$ cat src/rtl/cp0_regfile_pkg.sv
// cp0_defs: register numbers, exception codes, bit positions and reset values for CP0
package cp0_defs;
    localparam logic [4:0] CP0_BADVADDR = 5'd8;
    localparam logic [4:0] CP0_COUNT    = 5'd9;
    localparam logic [4:0] CP0_COMPARE  = 5'd11;
    localparam logic [4:0] CP0_STATUS   = 5'd12;
    localparam logic [4:0] CP0_CAUSE    = 5'd13;
    localparam logic [4:0] CP0_EPC      = 5'd14;
    localparam logic [4:0] CP0_PRID     = 5'd15;
    localparam logic [4:0] CP0_CONFIG   = 5'd16;
    localparam logic [31:0] EXC_INT  = 32'h1;
    localparam logic [31:0] EXC_ADEL = 32'h4;
    localparam logic [31:0] EXC_ADES = 32'h5;
    localparam logic [31:0] EXC_SYS  = 32'h8;
    localparam logic [31:0] EXC_BP   = 32'h9;
    localparam logic [31:0] EXC_RI   = 32'ha;
    localparam logic [31:0] EXC_OV   = 32'hc;
    localparam logic [31:0] EXC_ERET = 32'he;
    localparam int STATUS_IE  = 0;
    localparam int STATUS_EXL = 1;
    localparam int CAUSE_BD   = 31;
    localparam int CAUSE_IP7  = 15;
    localparam logic [31:0] STATUS_RST   = 32'h0040_0000;
    localparam logic [31:0] STATUS_WMASK = 32'h0000_ff03;
    function automatic logic is_trap(input logic [31:0] code);
        return code == EXC_INT || code == EXC_ADEL || code == EXC_ADES || code == EXC_SYS ||
               code == EXC_BP || code == EXC_RI || code == EXC_OV;
    endfunction
endpackage

$ cat src/rtl/cp0_regfile_timer.sv
// cp0_timer: Count (half clock rate), Compare and the sticky timer interrupt
module cp0_timer (
    input  logic        clk,
    input  logic        rst,
    input  logic        count_we_i,
    input  logic        compare_we_i,
    input  logic [31:0] wdata_i,
    output logic [31:0] count_o,
    output logic [31:0] compare_o,
    output logic        timer_int_o
);
    logic [31:0] count_q, count_d, compare_q, compare_d;
    logic        toggle_q, toggle_d, tint_q, tint_d;
    always_comb begin
        toggle_d  = count_we_i ? 1'b0 : ~toggle_q;
        count_d   = count_we_i ? wdata_i : count_q + {31'd0, toggle_q};
        compare_d = compare_we_i ? wdata_i : compare_q;
        // a Compare write acknowledges the interrupt and beats a same-cycle match
        tint_d    = compare_we_i ? 1'b0 : tint_q | (count_q == compare_q && compare_q != '0);
    end
    always_ff @(posedge clk) begin
        if (rst) begin
            count_q   <= '0;
            compare_q <= '0;
            toggle_q  <= 1'b0;
            tint_q    <= 1'b0;
        end else begin
            count_q   <= count_d;
            compare_q <= compare_d;
            toggle_q  <= toggle_d;
            tint_q    <= tint_d;
        end
    end
    assign count_o     = count_q;
    assign compare_o   = compare_q;
    assign timer_int_o = tint_q;
endmodule

$ cat src/rtl/cp0_regfile.sv
// cp0_regfile: CP0 registers, MTC0/MFC0 access and exception/ERET commit
module cp0_regfile
    import cp0_defs::*;
#(
    parameter logic [31:0] PRID_VAL   = 32'h0000_4220,
    parameter logic [31:0] CONFIG_VAL = 32'h0000_8000
) (
    input  logic        clk,
    input  logic        rst,
    input  logic        we_i,
    input  logic [4:0]  waddr_i,
    input  logic [4:0]  raddr_i,
    input  logic [31:0] data_i,
    input  logic [5:0]  int_i,
    input  logic [31:0] excepttype_i,
    input  logic [31:0] current_inst_addr_i,
    input  logic        is_in_delayslot_i,
    input  logic [31:0] bad_addr_i,
    output logic [31:0] data_o,
    output logic [31:0] status_o,
    output logic [31:0] cause_o,
    output logic [31:0] epc_o,
    output logic [31:0] badvaddr_o,
    output logic [31:0] count_o,
    output logic [31:0] compare_o,
    output logic        timer_int_o
);
    logic [31:0] status_q, status_d, cause_q, cause_d, epc_q, epc_d, badvaddr_q, badvaddr_d;
    logic        mtc0, trap;
    // a faulting instruction never commits its own MTC0
    assign mtc0 = we_i && excepttype_i == '0;
    assign trap = is_trap(excepttype_i);
    cp0_timer u_timer (
        .clk          (clk),
        .rst          (rst),
        .count_we_i   (mtc0 && waddr_i == CP0_COUNT),
        .compare_we_i (mtc0 && waddr_i == CP0_COMPARE),
        .wdata_i      (data_i),
        .count_o      (count_o),
        .compare_o    (compare_o),
        .timer_int_o  (timer_int_o)
    );
    always_comb begin
        status_d            = status_q;
        cause_d             = cause_q;
        epc_d               = epc_q;
        badvaddr_d          = badvaddr_q;
        cause_d[CAUSE_IP7]  = int_i[5] | timer_int_o;
        cause_d[14:10]      = int_i[4:0];
        if (mtc0 && waddr_i == CP0_STATUS) status_d = (data_i & STATUS_WMASK) | (STATUS_RST & ~STATUS_WMASK);
        if (mtc0 && waddr_i == CP0_CAUSE) cause_d[9:8] = data_i[9:8];
        if (mtc0 && waddr_i == CP0_EPC) epc_d = data_i;
        if (trap) begin
            if (!status_q[STATUS_EXL]) begin
                epc_d             = is_in_delayslot_i ? current_inst_addr_i - 32'd4 : current_inst_addr_i;
                cause_d[CAUSE_BD] = is_in_delayslot_i;
            end
            status_d[STATUS_EXL] = 1'b1;
            cause_d[6:2]         = excepttype_i == EXC_INT ? 5'd0 : excepttype_i[4:0];
            if (excepttype_i == EXC_ADEL || excepttype_i == EXC_ADES) badvaddr_d = bad_addr_i;
        end
        if (excepttype_i == EXC_ERET) status_d[STATUS_EXL] = 1'b0;
    end
    always_ff @(posedge clk) begin
        if (rst) begin
            status_q   <= STATUS_RST;
            cause_q    <= '0;
            epc_q      <= '0;
            badvaddr_q <= '0;
        end else begin
            status_q   <= status_d;
            cause_q    <= cause_d;
            epc_q      <= epc_d;
            badvaddr_q <= badvaddr_d;
        end
    end
    always_comb begin
        data_o = '0;
        case (raddr_i)
            CP0_BADVADDR: data_o = badvaddr_q;
            CP0_COUNT:    data_o = count_o;
            CP0_COMPARE:  data_o = compare_o;
            CP0_STATUS:   data_o = status_q;
            CP0_CAUSE:    data_o = cause_q;
            CP0_EPC:      data_o = epc_q;
            CP0_PRID:     data_o = PRID_VAL;
            CP0_CONFIG:   data_o = CONFIG_VAL;
            default:      data_o = '0;
        endcase
    end
    assign status_o   = status_q;
    assign cause_o    = cause_q;
    assign epc_o      = epc_q;
    assign badvaddr_o = badvaddr_q;
endmodule

$ cat config.mk
export PLATFORM = sky130hd
export DESIGN_NAME = cp0_regfile
export DESIGN_NICKNAME = d
export VERILOG_FILES = /design/src/rtl/cp0_regfile_pkg.sv /design/src/rtl/cp0_regfile_timer.sv /design/src/rtl/cp0_regfile.sv
export SDC_FILE = /design/constraint.sdc
export NUM_CORES = 1
export LEC_CHECK = 0
export CAP_MARGIN = 40
export CORE_ASPECT_RATIO = 1.25
export CORE_MARGIN = 8
export CORE_UTILIZATION = 47
export CTS_CLUSTER_SIZE = 14
export DETAILED_ROUTE_END_ITERATION = 16
export PLACE_DENSITY = 0.95
export SETUP_SLACK_MARGIN = 0.02
export SLEW_MARGIN = 20
export SYNTH_ARGS = -nofsm -noshare
export SYNTH_HDL_FRONTEND = slang
export SYNTH_HIERARCHICAL = 1
export SYNTH_SLANG_ARGS = --single-unit
$ cat constraint.sdc
create_clock -name clk -period 8.51 [get_ports clk]
set_input_delay 2.553 -clock clk [delete_from_list [all_inputs] [get_ports clk]]
set_output_delay 2.553 -clock clk [all_outputs]
set_load 0.02 [all_outputs]
# --- After elaboration in Yosys (flattened, before gate mapping) ---
# Index checks and enable logic that the tools add are counted.
totals:
  ram_bits: 0
  regBits: 154
  memories: 0
  mem_bits_ro: 0
  latch_bits: 0
op_classes:
  bitwise: 4
  shifts: 0
  div_mod_pow: 0
  order_cmp: 0
  reduce_logical: 22
  n_mul: 0
  eq_ne: 22
  muxes: 9
  n_addsub: 2
op_table:
  columns: ["cell", "count"]
  rows:
  - ["one-hot mux 32 bit (8 select lines)", 1]
  - ["equality test 32 x 4 -> 1 bit, second input constant", 5]
  - ["two-way mux 32 bit", 5]
  - ["equality test 32 x 3 -> 1 bit, second input constant", 2]
  - ["equality test 5 x 4 -> 1 bit, second input constant", 12]
  - ["adder 32 x 1 -> 32 bit", 1]
  - ["equality test 32 x 1 -> 1 bit, second input constant", 1]
  - ["equality test 32 bit", 1]
  - ["zero test 32 bit", 1]
  - ["nonzero test 32 bit", 1]
  - ["subtractor 32 x 3 -> 32 bit, second input constant", 1]
  - ["logical AND 1 bit", 7]
  - ["logical OR 1 bit", 7]
  - ["OR reduction 2 bit", 3]
  - ["equality test 5 bit, second input constant", 1]
  - ["two-way mux 5 bit", 1]
  - ["AND reduction 2 bit", 2]
  - ["two-way mux 2 bit", 1]
  - ["NOT 1 bit", 2]
  - ["bitwise OR 1 bit", 2]
  - ["nonzero test 2 bit", 1]
  - ["two-way mux 1 bit", 1]

# --- Longest topological paths before layout ---
# Gate-level depths: netlist of run 1.
depth:
  depth_word: 8
  ltp_mapped: 10
  mapped_depth_nobuf: 8

# --- Cells and area by module ---
# The synthesis of run 1 kept the hierarchy.
by_module_without_submodules:
  columns: ["mod", "instances", "area_per_inst_um2", "seq_area_each_um2", "cells_per_inst"]
  rows:
  - ["cp0_regfile", 1, 5522.8, 1761.7, 669]
  - ["cp0_timer", 1, 3335.7, 1321.3, 373]

# --- Least setup slack after synthesis of run 1 ---
# Ideal clock, no wire load.
synth_path:
  kind: "input to output"
  from: "in raddr_i[3]"
  to: "out data_o[18]"
  arrival_ns: 3.995
  cell_stages: 7
  required_time_ns: 5.957
  path_buffers: 2
  path_slack_ns: 1.962
  cell_sequence: "nor2b_1 -> nand3_1 -> nor2_1 -> clkbuf_1 -> clkbuf_1 -> a222oi_1 -> nand2_1"
synth_between:
  elab_chain_cells: 2
synth_lines:
  columns: ["item", "line", "rtl"]
  rows:
  - ["from (decl)", "cp0_regfile.sv:12", "input logic [4:0] raddr_i,"]
  - ["equality test 5 bit or equality test 5 x 4 -> 1 bit (tied branches)", "cp0_regfile.sv:79", "case (raddr_i)"]
  - ["one-hot mux 32 bit (8 select lines) *", "cp0_regfile.sv:79", null]
  - ["to (decl)", "cp0_regfile.sv:19", "output logic [31:0] data_o,"]
# Mark *: on every way between the ends. The rest lies on a longest branch, timed or not.

# --- Final worst setup path of run 1 ---
layout_path:
  from: "in raddr_i[3]"
  to: "out data_o[13]"
# The elaborated chain is that of the path after synthesis.

==> results by group, run 1 <==
Die
  – Row count: 56
  – Starting Density: between 40 and 50%
  – Die Width: around 140 µm
  – Io pins: 373
  – Vertical die dimension: around 170 µm
  – Total die area: between 20,000 and 25,000 µm²
  – Core box area: approximately 19,000 µm²

CTS
  – Number of buffers inserted during clock tree synthesis: 17
  – Root buf cell: clkbuf_16
  – H-tree level count: 4
  – Worst-case clock buffer depth: 2
  – Clk sinks: around 150
  – Clock latency of the later-clocked register in the worst-skew pair: 0.43 ns
  – Resized Gates After CTS: 0
  – TritonCTS clock tree: built
  – Post-CTS Setup Repair Bufs: 0
  – Clock Pin Slew Worst Setup and Hold Paths: 0.06 ns
  – Number of buffers inserted for hold repair after clock tree synthesis: 0

Min path
  – Launch point of the worst hold path: u_timer/toggle_q
  – Worst Hold Class: flop to flop
  – Depth of the worst hold-timing path: 1
  – Hold Path End: u_timer/toggle_q

Drt
  – Number of vias after detailed routing: 9,849
  – Uppermost layer routed: met4
  – Routed len/inst: approximately 27 µm
  – First-pass detailed-route iteration total: 8
  – Met3 routed WL: approximately 4800 µm
  – Remaining antenna violation count after routing: 0
  – Detail-routed via count per cell: between 6 and 7
  – Count of routing violations after the opening detailed-route iteration: 1,056
  – Met1 WL: 14,100 µm
  – Metal2 WL: 20,400 µm
  – Total detailed-routing wirelength: approximately 42,000 µm
  – DRC violations left: 0

Timing
  – Endpoints failing setup: 0
  – Final setup skew: 0.00974 ns
  – Unrepaired setup endpoints after global routing: false
  – Max Freq: around 0.13 GHz
  – Final TNS setup: 0 ns
  – Number of max-slew violations in the final report: 0
  – Transition time at the pin with the least slew margin: approximately 0.84 ns
  – Final Hold Fails: 0
  – Min Tclk post-route: ~7.7 ns
  – Max-slew headroom: 44.1%
  – Final worst-path cycle share: about nine tenths

Placement
  – Placed Instances: about 1,600
  – Placer's final routability congestion estimate: just over 1
  – Count of input and output buffers: roughly 330
  – Detailed placement HPWL: about 32,000 µm
  – Placed Area: approximately 12,000 µm²

Run
  – Max-cap violation count: 0

Synth
  – Count of different cell masters after synthesis: 63
  – Fraction of post-synthesis cell area in the top cell type by area: a little over a third
  – Synthesized area per cell: approximately 8.5 µm²
  – Cells after synthesis: 1,042
  – Main area contributors after synthesis: dfxtp_1 35%, mux2i_1 11%, nand2_1 5.8%
  – Yosys warning count: 6
  – Cell Area, Synth: 8860 µm²
  – Proportion of synthesized chip area in sequential cells: 34.8%
  – Number of enable flip-flop cells after synthesis: 0
  – Count of state elements after synthesis: ~150
  – Largest area contributor in the netlist: dfxtp_1
  – Leading register cell type out of synthesis: dfxtp_1
  – Post-synth ARST share: 0%

Setup path
  – CP max FO: 32
  – Start point of the critical path: raddr_i[3]
  – Depth of the worst register-to-register path: 7
  – Required time at the endpoint of the critical path: between 5 and 6 ns
  – CP Capture Type: output pin
  – Worst R2R End: u_timer/count_o[24]
  – Data arrival at the endpoint of the critical path: approximately 5.2 ns
  – Launching point of the worst reg2reg path: u_timer/count_o[0]
  – Reg2Reg Setup Slack: a little over 6 ns
  – Startpoint kind of the worst setup timing path: input pin
  – Critical path start-end classification: input pin to output pin

Power
  – Leakage power total: ~4.6 nW
  – Share of power burned in the clock network: between 40% and 50%
  – Register share of total power: between 40% and 50%
  – Switching part of the total power: a little under a quarter
  – Power spent charging and discharging nets: between 0.4 and 0.5 mW
  – Internal power summed over all cells: 1.36 mW
  – Comb power frac: roughly a tenth
  – Worst ir drop on vdd: 0.000123 V
  – Power Density: 138 nW/µm²
  – Overall power of the completed layout: about 1.8 mW

GRT
  – GRT Residual Overflow: 0
  – Wire length of the first global-routing pass: 62,000 µm
  – Maximum number of pins on one net before global-route repair: 81
  – Overall Global Routing Usage: about a third
  – Number of global-route vias before repair: slightly below 10,000
  – Initial antenna violation count: 0

Status
  – Status: complete, no violations

Layout
  – Summed area of non-filler cells in the final layout: 12,900 µm²
  – Layout cells sized above 1: under 10%
  – Diode count: 0
  – Layout area overhead: 45.5%
  – Number of nets in the layout: around 1,500
  – Final core utilization: between 60 and 70%
  – Final Non-Filler Cells: about 1,600
[state kept, by name, summed over array words and instances (netlist names)]
| signal | count |
|---|---|
| badvaddr_o | 32 |
| u_timer/timer_int_o | 1 |
| status_o | 10 |
| u_timer/compare_o | 32 |
| cause_o | 14 |
| u_timer/count_o | 32 |
| u_timer/toggle_q | 1 |
| epc_o | 32 |
[layout make-up]
class,instances,area (µm²)
timing repair buffer,350,3470
inverter,13,48.8
sequential,154,3080
clock inverter,12,221
multi-input combinational,809,5330
clock buffer,19,443
fill,1465,5750
tap,232,290
[worst max-delay path, cell delays in order]
cell             delay [ns]
clkdlybuf4s50_1        0.47
nor2b_1                0.36
nand2_1                0.14
nor3b_2                0.19
buf_4                  0.40
a22oi_1                0.16
o2111ai_1              0.21
clkdlybuf4s50_1        0.69
[worst max-delay path by stage]
stage,cells after the start,to
after floorplan,7,data_o[18]
after global routing,8,data_o[12]
after detailed placement,8,data_o[12]
after CTS,8,data_o[13]
after global placement,8,data_o[13]
final,8,data_o[13]
[cell usage in the layout, fill, tap and decap left out, drive strengths merged, types with 5 or more instances in the layout]
cell type,n
nor2b,8
a22oi,10
nor4,33
o2111ai,6
buf,24
nand4,27
or3,8
inv,13
nor3b,5
bufinv,6
a31oi,9
clkbuf,19
and3,10
a221o,5
conb,40
xor2,39
o21ai,22
nor3,28
a21oi,18
a222oi,17
clkdlybuf4s50,326
nor2,139
a311oi,22
xnor2,35
o31a,5
nand3,22
a211oi,15
nand2,138
mux2i,98
dfxtp,154
[layer usage]
layer / GRT usage, % / vias to the layer above
met1: 34.3 / 4642
li1: - / 4280
met2: 60.4 / 763
met5: 0 / -
met3: 11.7 / 164
met4: 24.4 / 0
[kinds of logic after synthesis]
kind of cell | Yosys count | share of synthesized area (%)
buf+inv | 117 | 7.12
flops | 154 | 34.8
fa+ha+maj | 3 | 0.424
other cells | 2 | 0.0848
simple gates | 441 | 25.2
compound gates | 149 | 13.5
xor+xnor | 74 | 7.32
mux | 102 | 11.6
[cell usage after synthesis (5+ instances only)]
library cell and instances:
dfxtp_1 154, o2111ai_1 6, inv_1 12, a211oi_1 14, xnor2_1 35, nand4_1 24
nor3_1 27, xor2_1 39, a31oi_1 9, a222oi_1 17, a221o_1 5, nor2b_1 8
a311oi_1 10, o31a_1 5, nor3b_1 5, o21ai_0 22, clkbuf_1 40, and3_1 10
nor2_1 136, buf_1 5, nand2_1 138, a21oi_1 18, nand3_1 21, buf_2 14
a22oi_1 10, a311oi_2 12, mux2i_1 98, nor4_4 7, or3_1 8, buf_4 42
nor4_1 25
[power groups by stage]
stage	Sequential (mW)	Clock (mW)	Combinational, mW
4_1_cts	0.727	0.873	0.174
2_1_floorplan	0.744	0	0.0725
5_1_grt	0.727	0.901	0.186
6_report	0.727	0.874	0.179
3_5_place_dp	0.743	0	0.173
3_3_place_gp	0.743	0	0.171
[through the flow]
| step | hold WS, ns | worst slack [ns] |
|---|---|---|
| 6_report | 0.450 | 0.775 |
| 5_1_grt | 0.451 | 0.658 |
| 4_1_cts | 0.443 | 0.847 |
| 3_5_place_dp | 0.441 | 0.857 |
| 3_3_place_gp | 0.410 | 0.889 |
| 2_1_floorplan | 0.402 | 1.96 |
Note: power is estimated with default switching activity, not from simulation.
==> inputs of run 2 (changes only) <==
CORE_AREA = 2 2 145 147   (was default)
CORE_ASPECT_RATIO = default   (was 1.25)
CORE_MARGIN = default   (was 8)
CORE_UTILIZATION = default   (was 47)
CTS_CLUSTER_SIZE = 30   (was 14)
DIE_AREA = 0 0 147 149   (was default)
PLACE_DENSITY = 0.93   (was 0.95)
==> run 2 against run 1 <==
Effect of this change: wire length is 10% lower; utilization is 6.4 points lower; clock skew hardly changed; worst setup slack got worse by 0.17 ns; hold slack got worse by 0.0035 ns; fmax is 2.2% lower; critical path depth did not move; sequential power hardly changed; final cell count increased by 3.0%; count of clock-buffer cells in the layout grew 2; cell area barely moved; critical endpoint unchanged; largest power group unchanged.
==> results by group, run 2 (synthesized netlist as in run 1, its figures left out) <==
Status
  – Status: complete, no violations

Setup path
  – Data arrival at the endpoint of the critical path: 5.35 ns (+0.17 ns)
  – Required time at the endpoint of the critical path: 5.96 ns (about the same)
  – CP top delay family: buffers and inverters
  – CP Capture Type: output pin
  – Critical path, cell by cell: clkdlybuf4s50_1, nor2b_1, nand2_1, nor3b_2, buf_4, a22oi_1, o2111ai_1, clkdlybuf4s50_1
  – Slowest stage cell on the critical path: clkdlybuf4s50_1
  – Total buffers and inverters traversed by the critical path: 3 (unchanged)
  – Depth of the worst register-to-register path: 7 (unchanged)
  – Most common cell on crit path: clkdlybuf4s50_1
  – Critical path start-end classification: input pin to output pin
  – Stages on worst setup path: 8 (unchanged)
  – Delay of the slowest cell on the worst path: 0.69 ns (about the same)
  – Startpoint kind of the worst setup timing path: input pin
  – CP max FO: 31 (-3.1%)

CTS
  – Number of buffers inserted for hold repair after clock tree synthesis: 0 (unchanged)
  – Resized Gates After CTS: 0 (unchanged)
  – Root buf cell: clkbuf_16
  – H-tree level count: 4 (unchanged)
  – Clock latency of the later-clocked register in the worst-skew pair: 0.44 ns (about the same)
  – Clock Pin Slew Worst Setup and Hold Paths: 0.07 ns (about the same)
  – TritonCTS clock tree: built
  – Post-CTS Setup Repair Bufs: 0 (unchanged)
  – Clk sinks: 154 (unchanged)
  – Number of buffers inserted during clock tree synthesis: 17 (unchanged)
  – Worst-case clock buffer depth: 2 (unchanged)

Power
  – Power Density: 131 nW/µm² (-5.4%)
  – Switching part of the total power: 24.7% (+1.3 points)
  – Share of power burned in the clock network: 46.3% (-2.8 points)
  – Register share of total power: 43.2% (+2.4 points)
  – Comb power frac: 10.5% (+0.4 points)
  – Power spent charging and discharging nets: 0.416 mW (-0.31%)
  – Worst ir drop on vdd: 0.000157 V (+27%)
  – Leakage power total: 4.55 nW (-0.95%)
  – Internal power summed over all cells: 1.27 mW (-7.0%)

Drt
  – DRC violations left: 0 (unchanged)
  – First-pass detailed-route iteration total: 12 (+4)
  – Detail-routed via count per cell: 5.98 (-3.6%)
  – Routed len/inst: 23.2 µm (-13%)
  – Count of routing violations after the opening detailed-route iteration: 1,521 (+44%)
  – Total detailed-routing wirelength: 38,000 µm (-10%)
  – Number of vias after detailed routing: 9,777 (-0.73%)
  – Remaining antenna violation count after routing: 0 (unchanged)

GRT
  – Number of global-route vias before repair: 9,049 (-9.0%)
  – Overall Global Routing Usage: 33.5% (-1.1 points)
  – Wire length of the first global-routing pass: 55,700 µm (-10%)
  – Maximum number of pins on one net before global-route repair: 60 (-26%)
  – Initial antenna violation count: 3 (+3)
  – GRT Residual Overflow: 0 (unchanged)

Die
  – Total die area: 21,900 µm² (-6.9%)
  – Row count: 53 (-5.4%)
  – Core box area: 20,600 µm² (+10%)
  – Die Width: 147 µm (+5.9%)
  – Starting Density: 43.1% (-4.4 points)
  – Vertical die dimension: 149 µm (-12%)
  – Io pins: 373 (unchanged)

Layout
  – Layout area overhead: 45.5% (about the same)
  – Most common library cell in the layout ignoring fill and taps: clkdlybuf4s50_1
  – Final core utilization: 62.7% (-6.4 points)
  – Number of nets in the layout: 1,496 (unchanged)
  – Final Non-Filler Cells: 1,636 (+3.0%)
  – Highest-count cells in the layout ignoring fill and taps: 331 x clkdlybuf4s50_1, 154 x dfxtp_1, 138 x nand2_1
  – Layout cells sized above 1: 6.63% (-0.23 points)

Timing
  – Final worst-path cycle share: 92.9% (+2.0 points)
  – Hold_ws: 0.446 ns (-0.00352 ns)
  – Max Freq: 0.126 GHz (-2.2%)
  – Number of max-slew violations in the final report: 0 (unchanged)
  – Transition time at the pin with the least slew margin: 0.899 ns (+0.0608 ns)
  – Max-slew headroom: 39.5% (-4.6 points)
  – Final Hold Fails: 0 (unchanged)
  – Final TNS setup: 0 ns (unchanged)
  – Min Tclk post-route: 7.91 ns (+0.171 ns)
  – Endpoints failing setup: 0 (unchanged)
  – Final setup skew: 0.0101 ns (+0.000394 ns)
  – Unrepaired setup endpoints after global routing: false

Placement
  – Placer's final routability congestion estimate: 1.04 (+0.29%)
  – Placed Instances: 1,601 (+2.9%)
  – Count of input and output buffers: 332 (unchanged)
  – Detailed placement HPWL: 29,000 µm (-9.4%)

Min path
  – Depth of the worst hold-timing path: 1 (unchanged)
  – Worst Hold Class: flop to flop

Run
  – Max-cap violation count: 0 (unchanged)
run 2: final cells by class:
cell class	count	area [µm²]
Fill cell	1734	7670
Multi-Input combinational cell	809	5330
Timing Repair Buffer	350	3480
Sequential cell	154	3080
Clock buffer	21	480
Tap cell	275	344
Clock inverter	11	119
Inverter	13	48.8
Antenna cell	3	7.51
run 2: layer usage:
metal	share of wire, %	global-route usage, %	vias to the layer above
met5	0	0	-
met4	3.6	12.7	0
met3	11	9.27	116
met2	44	51.0	718
met1	41	45.3	4647
li1	-	-	4296
run 2: worst paths after layout:
kind | from | to | slack, ns
worst max-delay path | raddr_i[3] | data_o[13] | 0.60
worst min-delay path | u_timer/toggle_q | u_timer/toggle_q | 0.45
worst max register to register | u_timer/count_o[0] | u_timer/count_o[26] | 6.10
worst min register to register | u_timer/toggle_q | u_timer/toggle_q | 0.45
run 2: metrics by stage:
stage | area (µm²) | setup slack [ns] | power, mW
2_1_floorplan | 9000 | 1.96 | 0.817
3_3_place_gp | 12300 | 0.725 | 0.914
3_5_place_dp | 12300 | 0.678 | 0.916
4_1_cts | 12900 | 0.682 | 1.68
5_1_grt | 12900 | 0.497 | 1.72
6_report | 12900 | 0.604 | 1.68
run 2: power by group through the flow:
stage	registers, mW	logic, mW	clock network [mW]
floorplan	0.744	0.0725	0
global placement	0.744	0.170	0
detailed placement	0.743	0.172	0
CTS	0.727	0.173	0.778
global route	0.727	0.185	0.807
finish	0.728	0.177	0.780
